File: src/rtl/hwf_pkg.sv
// Shared types and width helpers for the hwf_kernel sequencer.
// Sequencer FSM states, default geometry and address/result width derivation.
package hwf_pkg;

    typedef enum logic [1:0] {
        ST_IDLE   = 2'd0,
        ST_STREAM = 2'd1,
        ST_DRAIN  = 2'd2,
        ST_DONE   = 2'd3
    } hwf_state_e;

    localparam int DEF_XLEN_PIXEL    = 8;
    localparam int DEF_NUM_OF_PIXELS = 4;
    localparam int DEF_NUM_OF_SV     = 87;

    // Address width for a memory of n words; never narrower than one bit.
    function automatic int addr_w(input int n);
        return (n > 1) ? $clog2(n) : 1;
    endfunction

    // Kernel result width: product of two pixels.
    function automatic int kres_w(input int xlen);
        return 2 * xlen;
    endfunction

    localparam int DEF_TEST_AW  = addr_w(DEF_NUM_OF_PIXELS);
    localparam int DEF_SV_AW    = addr_w(DEF_NUM_OF_SV * DEF_NUM_OF_PIXELS);
    localparam int DEF_ALPHA_AW = addr_w(DEF_NUM_OF_SV);
    localparam int DEF_KRES_W   = kres_w(DEF_XLEN_PIXEL);

endpackage

File: src/rtl/hwf_addr_gen.sv
// Pixel/SV read-address counters for the hwf sequencer.
// Counters advance on adv, hold otherwise, and return to zero after the last beat.
module hwf_addr_gen
    import hwf_pkg::*;
#(
    parameter int NUM_OF_PIXELS = DEF_NUM_OF_PIXELS,
    parameter int NUM_OF_SV     = DEF_NUM_OF_SV
) (
    input  logic                                       clk,
    input  logic                                       rst,
    input  logic                                       clr,
    input  logic                                       adv,
    output logic [addr_w(NUM_OF_PIXELS)-1:0]           test_addr,
    output logic [addr_w(NUM_OF_SV*NUM_OF_PIXELS)-1:0] sv_addr,
    output logic [addr_w(NUM_OF_SV)-1:0]               alpha_addr,
    output logic                                       pix_last,
    output logic                                       last_beat
);
    localparam int PIX_AW = addr_w(NUM_OF_PIXELS);
    localparam int SVP_AW = addr_w(NUM_OF_SV * NUM_OF_PIXELS);
    localparam int SV_AW  = addr_w(NUM_OF_SV);
    localparam logic [PIX_AW-1:0] P_LAST = PIX_AW'(NUM_OF_PIXELS - 1);
    localparam logic [SV_AW-1:0]  S_LAST = SV_AW'(NUM_OF_SV - 1);

    logic [PIX_AW-1:0] p_r, p_s;
    logic [SV_AW-1:0]  s_r, s_s;
    logic [SVP_AW-1:0] a_r, a_s;

    assign test_addr  = p_r;
    assign sv_addr    = a_r;
    assign alpha_addr = s_r;
    assign pix_last   = (p_r == P_LAST);
    assign last_beat  = pix_last && (s_r == S_LAST);

    // Next counter values; sv_addr tracks s*NUM_OF_PIXELS+p as a linear count.
    always_comb begin
        p_s = p_r;
        s_s = s_r;
        a_s = a_r;
        if (clr || (adv && last_beat)) begin
            p_s = {PIX_AW{1'b0}};
            s_s = {SV_AW{1'b0}};
            a_s = {SVP_AW{1'b0}};
        end else if (adv) begin
            a_s = a_r + SVP_AW'(1);
            if (pix_last) begin
                p_s = {PIX_AW{1'b0}};
                s_s = s_r + SV_AW'(1);
            end else begin
                p_s = p_r + PIX_AW'(1);
                s_s = s_r;
            end
        end else begin
            p_s = p_r;
            s_s = s_r;
            a_s = a_r;
        end
    end

    // Counter registers.
    always_ff @(posedge clk or negedge rst) begin
        if (!rst) begin
            p_r <= {PIX_AW{1'b0}};
            s_r <= {SV_AW{1'b0}};
            a_r <= {SVP_AW{1'b0}};
        end else begin
            p_r <= p_s;
            s_r <= s_s;
            a_r <= a_s;
        end
    end

endmodule

File: src/rtl/hwf_sv_scheduler.sv
// Support-vector sequencer for hwf_kernel: addresses, kernel stall, decision accumulation.
// Optional feature macro HWF_SCHED_BIAS_EN adds a bias input folded into the decision.
module hwf_sv_scheduler
    import hwf_pkg::*;
#(
    parameter int XLEN_PIXEL    = DEF_XLEN_PIXEL,
    parameter int NUM_OF_PIXELS = DEF_NUM_OF_PIXELS,
    parameter int NUM_OF_SV     = DEF_NUM_OF_SV,
    parameter int KERNEL_LAT    = 2,
    parameter int ACC_W         = 32
) (
    input  logic                                       clk,
    input  logic                                       rst,
    input  logic                                       start,
    input  logic                                       mem_wait,
    output logic [addr_w(NUM_OF_PIXELS)-1:0]           test_addr,
    output logic [addr_w(NUM_OF_SV*NUM_OF_PIXELS)-1:0] sv_addr,
    output logic [addr_w(NUM_OF_SV)-1:0]               alpha_addr,
    output logic                                       stall_MEM,
    output logic                                       sv_last,
    input  logic signed [kres_w(XLEN_PIXEL)-1:0]       hwf_out,
`ifdef HWF_SCHED_BIAS_EN
    input  logic signed [ACC_W-1:0]                    bias,
`endif
    output logic                                       busy,
    output logic                                       done,
    output logic signed [ACC_W-1:0]                    decision,
    output logic                                       class_out
);
    hwf_state_e state_r, state_s;

    logic                    start_ok_s, beat_s, pix_last_s, last_beat_s, tap_s;
    logic                    stall_r, sv_last_r, busy_r, done_r, class_r;
    logic [KERNEL_LAT-1:0]   vld_r, vld_s;
    logic signed [ACC_W-1:0] acc_r, acc_s, dec_r, dec_s;

    assign start_ok_s = (state_r == ST_IDLE) && start;
    assign beat_s     = (state_r == ST_STREAM) && !mem_wait;

    hwf_addr_gen #(
        .NUM_OF_PIXELS (NUM_OF_PIXELS),
        .NUM_OF_SV     (NUM_OF_SV)
    ) u_addr_gen (
        .clk        (clk),
        .rst        (rst),
        .clr        (start_ok_s),
        .adv        (beat_s),
        .test_addr  (test_addr),
        .sv_addr    (sv_addr),
        .alpha_addr (alpha_addr),
        .pix_last   (pix_last_s),
        .last_beat  (last_beat_s)
    );

    // Next-state logic; DRAIN ends once the valid pipe will hold no pending SV.
    always_comb begin
        state_s = state_r;
        case (state_r)
            ST_IDLE: begin
                if (start) state_s = ST_STREAM;
                else       state_s = ST_IDLE;
            end
            ST_STREAM: begin
                if (beat_s && last_beat_s) state_s = ST_DRAIN;
                else                       state_s = ST_STREAM;
            end
            ST_DRAIN: begin
                if (vld_s == {KERNEL_LAT{1'b0}}) state_s = ST_DONE;
                else                             state_s = ST_DRAIN;
            end
            ST_DONE:  state_s = ST_IDLE;
            default:  state_s = ST_IDLE;
        endcase
    end

    // Valid pipe and accumulator; both freeze while the kernel is stalled.
    always_comb begin
        vld_s = vld_r;
        acc_s = acc_r;
        tap_s = vld_r[KERNEL_LAT-1] && !stall_r;
        if (start_ok_s) begin
            vld_s = {KERNEL_LAT{1'b0}};
            acc_s = {ACC_W{1'b0}};
        end else begin
            if (!stall_r) vld_s = KERNEL_LAT'({vld_r, sv_last_r});
            else          vld_s = vld_r;
            if (tap_s) acc_s = acc_r + ACC_W'(hwf_out);
            else       acc_s = acc_r;
        end
`ifdef HWF_SCHED_BIAS_EN
        dec_s = acc_s + bias;
`else
        dec_s = acc_s;
`endif
    end

    // State and registered outputs; decision captured on DONE entry.
    always_ff @(posedge clk or negedge rst) begin
        if (!rst) begin
            state_r   <= ST_IDLE;
            vld_r     <= {KERNEL_LAT{1'b0}};
            acc_r     <= {ACC_W{1'b0}};
            dec_r     <= {ACC_W{1'b0}};
            class_r   <= 1'b0;
            stall_r   <= 1'b1;
            sv_last_r <= 1'b0;
            busy_r    <= 1'b0;
            done_r    <= 1'b0;
        end else begin
            state_r   <= state_s;
            vld_r     <= vld_s;
            acc_r     <= acc_s;
            stall_r   <= !(beat_s || (state_s == ST_DRAIN));
            sv_last_r <= beat_s && pix_last_s;
            busy_r    <= (state_s == ST_STREAM) || (state_s == ST_DRAIN);
            done_r    <= (state_s == ST_DONE);
            if (state_s == ST_DONE) begin
                dec_r   <= dec_s;
                class_r <= !dec_s[ACC_W-1];
            end
        end
    end

    assign stall_MEM = stall_r;
    assign sv_last   = sv_last_r;
    assign busy      = busy_r;
    assign done      = done_r;
    assign decision  = dec_r;
    assign class_out = class_r;

endmodule

File: config.mk
export PLATFORM = sky130hd
export DESIGN_NAME = hwf_sv_scheduler
export DESIGN_NICKNAME = d
export VERILOG_FILES = /design/src/rtl/hwf_pkg.sv /design/src/rtl/hwf_addr_gen.sv /design/src/rtl/hwf_sv_scheduler.sv
export SDC_FILE = /design/constraint.sdc
export NUM_CORES = 1
export LEC_CHECK = 0
export ABC_AREA = 1
export CORE_MARGIN = 2
export CORE_UTILIZATION = 41
export DETAILED_ROUTE_END_ITERATION = 8
export PLACE_DENSITY = 0.68
export SYNTH_ARGS = -nofsm -noshare
export SYNTH_HDL_FRONTEND = slang
export SYNTH_SLANG_ARGS = --single-unit
export TNS_END_PERCENT = 1
File: constraint.sdc
create_clock -name clk -period 2.89 [get_ports clk]
set_clock_uncertainty 0.2 [all_clocks]
set_input_delay 0.578 -clock clk [delete_from_list [all_inputs] [get_ports clk]]
set_output_delay 0.578 -clock clk [all_outputs]
set_load 0.005 [all_outputs]
Word-level counts from Yosys, hierarchy flattened
Index checks and enable logic that the tools add are counted.
{ "word_totals": {"regBits": 91, "inputBits": 20, "out_inout_bits": 55, "wordCells": 58} }
{ "op_classes": {"addsub": 4, "eq_ne": 8, "muxes": 16, "n_reduce_logical": 18} }
{ "ops": {"columns": ["operator", "n"], "rows": [
  ["32-bit 2-to-1 mux", 2],
  ["32-bit by 16-bit adder with 32-bit output", 1],
  ["7-bit 2-to-1 mux", 3],
  ["9-bit 2-to-1 mux", 2],
  ["2-bit 2-to-1 mux", 6],
  ["2-bit equality test (second input constant)", 5],
  ["9-bit by 1-bit adder with 9-bit output (second input constant)", 1],
  ["2-bit case mux with 4 select lines", 1],
  ["7-bit by 1-bit adder with 7-bit output (second input constant)", 1],
  ["7-bit equality test (second input constant)", 1],
  ["1-bit logical AND", 6],
  ["2-bit by 1-bit equality test with 1-bit output (second input constant)", 2],
  ["1-bit logical NOT", 4],
  ["2-bit logical NOT", 2],
  ["2-bit nonzero test", 2],
  ["1-bit logical OR", 3],
  ["2-bit by 1-bit adder with 2-bit output (second input constant)", 1],
  ["1-bit 2-to-1 mux", 2],
  ["2-bit AND reduction", 1]
]} }

Longest topological paths before layout
Gate-level depths: netlist of the first run.
{ "depth": {"ltp_word": 9, "ltp_mapped": 15, "mapped_depth_nobuf": 14} }

Modules after synthesis
From an unflattened synthesis of the first run, not the netlist that was laid out.
{ "unflattened": {"hier_cells": 951, "hier_area_um2": 6382.4} }
{ "by_module_without_submodules": {"columns": ["mod", "instances", "cells_each", "area_per_inst_um2", "seq_area_each_um2"], "rows": [
  ["hwf_sv_scheduler", 1, 805, 5260.0, 1828.0],
  ["hwf_addr_gen", 1, 146, 1122.3, 450.4]
]} }

Worst setup path before layout of the first run
No wires, ideal clock.
{ "synth_timing": {"path_type": "input -> register", "start": "input start", "end": "register dec_r[17], in the netlist decision[17]", "setup_ns": 0.076, "t_arrival_ns": 2.201, "required_ns": 2.614, "path_slack_ns": 0.413, "cell_stages": 11, "path_buffers": 3, "cell_sequence": "nand3_2 > buf_1 > nand2_1 > nand4_1 > nand3_1 > ha_1 > inv_1 > clkbuf_1 > clkbuf_1 > nand2_1 > o21ai_1"} }
{ "synth_via": {"elab_chain_cells": 6, "word_cells_on_any_way": 8} }
{ "synth_rtl": {"columns": ["item", "line", "rtl"], "rows": [
  ["from (decl)", "hwf_sv_scheduler.sv:14", "input logic start,"],
  ["1-bit logical AND", "hwf_sv_scheduler.sv:37", "assign start_ok_s = (state_r == ST_IDLE) && start;"],
  ["2-bit 2-to-1 mux", "hwf_sv_scheduler.sv:81", "if (start_ok_s) begin"],
  ["2-bit logical NOT", "hwf_sv_scheduler.sv:68", "if (vld_s == {KERNEL_LAT{1'b0}}) state_s = ST_DONE;"],
  ["1-bit 2-to-1 mux", "hwf_sv_scheduler.sv:68", null],
  ["2-bit case mux with 4 select lines (*)", "hwf_sv_scheduler.sv:58", "case (state_r)"],
  ["via state_s[0]", "hwf_sv_scheduler.sv:30", "hwf_state_e state_r, state_s;"],
  ["2-bit equality test (*)", "hwf_sv_scheduler.sv:117", "if (state_s == ST_DONE) begin"],
  ["to (signal assigned)", "hwf_sv_scheduler.sv:103", "dec_r <= {ACC_W{1'b0}};"],
  ["to (signal assigned)", "hwf_sv_scheduler.sv:118", "dec_r <= dec_s;"],
  ["to (decl)", "hwf_sv_scheduler.sv:35", "logic signed [ACC_W-1:0] acc_r, acc_s, dec_r, dec_s;"]
]} }
Mark *: on every way through the listed nets, which the timed path passes. The rest lies on a longest branch.
A chain may end at the register's enable or synchronous reset.

Worst setup path in the final report of the first run
{ "layout_timing": {"start": "input hwf_out[0]", "end": "register dec_r[22], in the netlist decision[22]"} }
{ "layout_via": {"elab_chain_cells": 3} }
{ "layout_rtl": {"columns": ["item", "line", "rtl"], "rows": [
  ["from (decl)", "hwf_sv_scheduler.sv:21", "input logic signed [kres_w(XLEN_PIXEL)-1:0] hwf_out,"],
  ["32-bit by 16-bit adder with 32-bit output", "hwf_sv_scheduler.sv:87", "if (tap_s) acc_s = acc_r + ACC_W'(hwf_out);"],
  ["32-bit 2-to-1 mux", "hwf_sv_scheduler.sv:87", null],
  ["32-bit 2-to-1 mux", "hwf_sv_scheduler.sv:81", null]
]} }
Every way passes these cells.

==> flow_summary.ini, run 1 <==
[place]
place.detailed.hpwl_um = 11900
port_buf_inserts = 74
global_placement_routability_congestion = 0.9576
placement.cell_area_um2 = 7508
placed_cells = 1203

[grt]
antenna_violations_before_repair = 0
grt_pass1_vias = 5628
globalRoute.totalOverflow = 0
grt_first_pass_wirelength_um = 26820
grt_start_max_net_pins = 61
globalRouteTotalUtil_pct = 20.80

[worst_setup_path]
crit_path_max_fanout = 4
worstSetupStartpoint = hwf_out[0]
critPathCaptureType = register
startpoint_type = input port
critical_path_class = input port to register
critical_path_arrival_ps = 2720
worst_r2r_startpoint = acc_r[0]
req_time_crit_path_ps = 2940

[cells_and_area]
antenna_cells_inserted = 0
final.fill_count = 1421
fin_nets = 1089
relative_area_change_from_synthesis_to_final_layout_pct = 26.05
stdcell_area_um2 = 7829
layoutNonFillerInstCount = 1220
drive_above_1_share_pct = 8.398

[power]
power.density_cell_area_nw_per_um2 = 818.5
max-vdd-ir-drop_uv = 395.3
clkPwrFrac_pct = 19.5
cellInternalPower_uw = 3732
seq_power_share_pct = 28.7
p_leak_uw = 0.004577
combPwrFrac_pct = 51.8
power.switching_fraction_pct = 41.75
total_switching_power_uw = 2675

[timing]
final_max_slew_viols = 0
finalCritPeriodShare_pct = 92.38
rsz0062_at_grt = false
max_slew.worst_pin.slew_ps = 538.8
fmax_ghz = 0.3746
report.final.setup_viol = 0
report.final.hold_viol_count = 0
setup_tns_ps = 0
timing.slew.headroom_pct = 64.08
finalCriticalPeriod_ps = 2670

[cts]
cts-resized-gates = 0
h-tree-depth = 3
worst_setup_hold_path_clk_slew_ps = 70
insertion_delay_ps = 360
clkSinkCount = 91
cts.hold.buffers_added = 1
post-cts-setup-buffer-count = 0
cts_tree = yes
cts-root-to-sink-buffers = 2
cts_bufs_inserted = 9
cts_root_buf = sky130_fd_sc_hd__clkbuf_16

[detailed_routing]
via_per_inst = 4.739
postRouteWirelength_um = 15730
detail_route.wl_per_cell_um = 12.89
antenna_left = 0
detail_route.first_pass.iterations = 5
drt_iter0_drc = 297
routed_via_count = 5781
drt_drc_violations_left = 0

[logic_synthesis]
asyncSetResetFlopFracSynth_pct = 100.0
yosys.cell_count.top_type = sky130_fd_sc_hd__nand2_1
synth_fp_nets = 971
synth_top_cell_area_share_pct = 36.26
yosys-top-cells-count = sky130_fd_sc_hd__nand2_1 (307), sky130_fd_sc_hd__inv_1 (184), sky130_fd_sc_hd__dfrtp_1 (90)
largest_cells_by_area_after_synthesis = sky130_fd_sc_hd__dfrtp_1 (36%), sky130_fd_sc_hd__nand2_1 (19%), sky130_fd_sc_hd__inv_1 (11%)
synth_area_um2 = 6211
ys_warn_count = 0
syn_inst = 913
synth-main-ff-cell = sky130_fd_sc_hd__dfrtp_1
ffs_latches_synth = 91
synth_area_leader_cell = sky130_fd_sc_hd__dfrtp_1
synth_cell_types = 40
synth.avg_cell_area_um2 = 6.803
synth.yosys.seq_area_share_pct = 36.68
synth-edff-count = 0

[die]
ios = 75
die_area_um2 = 16150
placeableCoreArea_um2 = 14640
dieWidth_um = 127.1
fp-row-count = 44
height_of_the_die_um = 127.1
floorplan.initialDensity_pct = 42.41

[flow_run]
max-cap-violations = 0

[hold_path]
timing.hold.worst.class = register to register
holdCritStartpoint = decision[1]

[status]
run_status = finished, final reports clean
[metrics by stage]
stage               power, uW  utilization, %  setup slack, ps  hold slack, ps
detailed placement       5155           51.27           -142.6           265.9
global placement         5110           51.27           -69.98           262.9
CTS                      6451           53.46            229.6           284.8
floorplan                3945               -            412.8           82.41
global route             7032           53.46            32.94           309.9
finish                   6407           53.46            220.2           278.7
[layer usage]
layer	vias up	track usage [%]	wire length, um
li1	3031	-	-
met1	2609	27.89	7389
met2	123	32.83	6911
met3	18	5.611	1138
met4	0	6.852	289
met5	-	0	0
[flip-flops by register name, indices dropped and copies added (netlist names)]
name	flops
u_addr_gen.alpha_addr	7
decision	32
state_r	2
class_out	1
acc_r	32
stall_MEM	1
u_addr_gen.test_addr	2
done	1
sv_last	1
vld_r	2
u_addr_gen.sv_addr	9
busy	1
[power by group through the flow]
stage / logic, uW / clock network, uW / registers [uW]
finish: 3320 / 1250 / 1840
CTS: 3330 / 1280 / 1840
floorplan: 2130 / 0 / 1810
detailed placement: 3300 / 0 / 1850
global placement: 3250 / 0 / 1860
global route: 3800 / 1350 / 1880
[cell families (layout without fill, tap and decap cells)]
family	count (synthesis)	after routing	share of synthesized area, %
buffers and inverters	205	328	12.71
AO/OA/AOI/OAI	105	105	9.005
AND/OR/NAND/NOR	454	454	31.00
XOR/XNOR	20	20	2.820
adder cells (fa/ha/maj)	38	38	7.776
flip-flops	91	91	36.68
[critical path: stages]
cell                              delay, ps
sky130_fd_sc_hd__clkdlybuf4s50_1        400
sky130_fd_sc_hd__ha_1                   220
sky130_fd_sc_hd__fa_1                   390
sky130_fd_sc_hd__nand3_1                100
sky130_fd_sc_hd__nand3_1                150
sky130_fd_sc_hd__nand2_1                 90
sky130_fd_sc_hd__nand2_1                 80
sky130_fd_sc_hd__nand2_1                 60
sky130_fd_sc_hd__nand2_1                120
sky130_fd_sc_hd__nand2_1                160
sky130_fd_sc_hd__nand2_1                 60
sky130_fd_sc_hd__nand2_1                 60
sky130_fd_sc_hd__nand3_1                 80
sky130_fd_sc_hd__nand3_1                100
sky130_fd_sc_hd__nand2_1                 50
[layout by cell type, fill, tap and decap left out, drive strengths merged, types with 32 or more instances in the layout]
cell type / n
buf: 48
nand2: 313
clkdlybuf4s50: 73
ha: 37
inv: 192
dfrtp: 90
o21ai: 65
a21oi: 32
nand3: 62
nor2: 58
[layout make-up]
type | count | area (um2) | share of cell area (%)
clock buffers | 9 | 225.2 | 2.877
well taps | 184 | 230.2 | 2.941
repair buffers | 122 | 1139 | 14.54
clock inverters | 7 | 85.08 | 1.087
multi-input cells | 617 | 3143 | 40.15
flip-flops and latches | 91 | 2278 | 29.10
inverters | 190 | 728.2 | 9.302
[worst paths after layout]
kind                                      to  slack (ps)  cells after the start
worst min register to register   decision[1]         280                      2
max in group asynchronous          stall_MEM        1270                      3
worst max-delay path            decision[22]         220                     15
worst max register to register  decision[22]         490                     14
min in group asynchronous       decision[21]         510                      2
worst min-delay path             decision[1]         280                      2
(Power assumes the default switching activity.)
==> run 2, diff against run 1 <==
--- a/config.mk
+++ b/config.mk
@@ -10,6 +10,8 @@
 export CORE_UTILIZATION = 41
 export DETAILED_ROUTE_END_ITERATION = 8
 export PLACE_DENSITY = 0.68
+export SKIP_LAST_GASP = 1
+export SLEW_MARGIN = 20
 export SYNTH_ARGS = -nofsm -noshare
 export SYNTH_HDL_FRONTEND = slang
 export SYNTH_SLANG_ARGS = --single-unit
==> results of run 2 <==
Same layout as run 1: the final DEF is identical, and so are final timing and power.
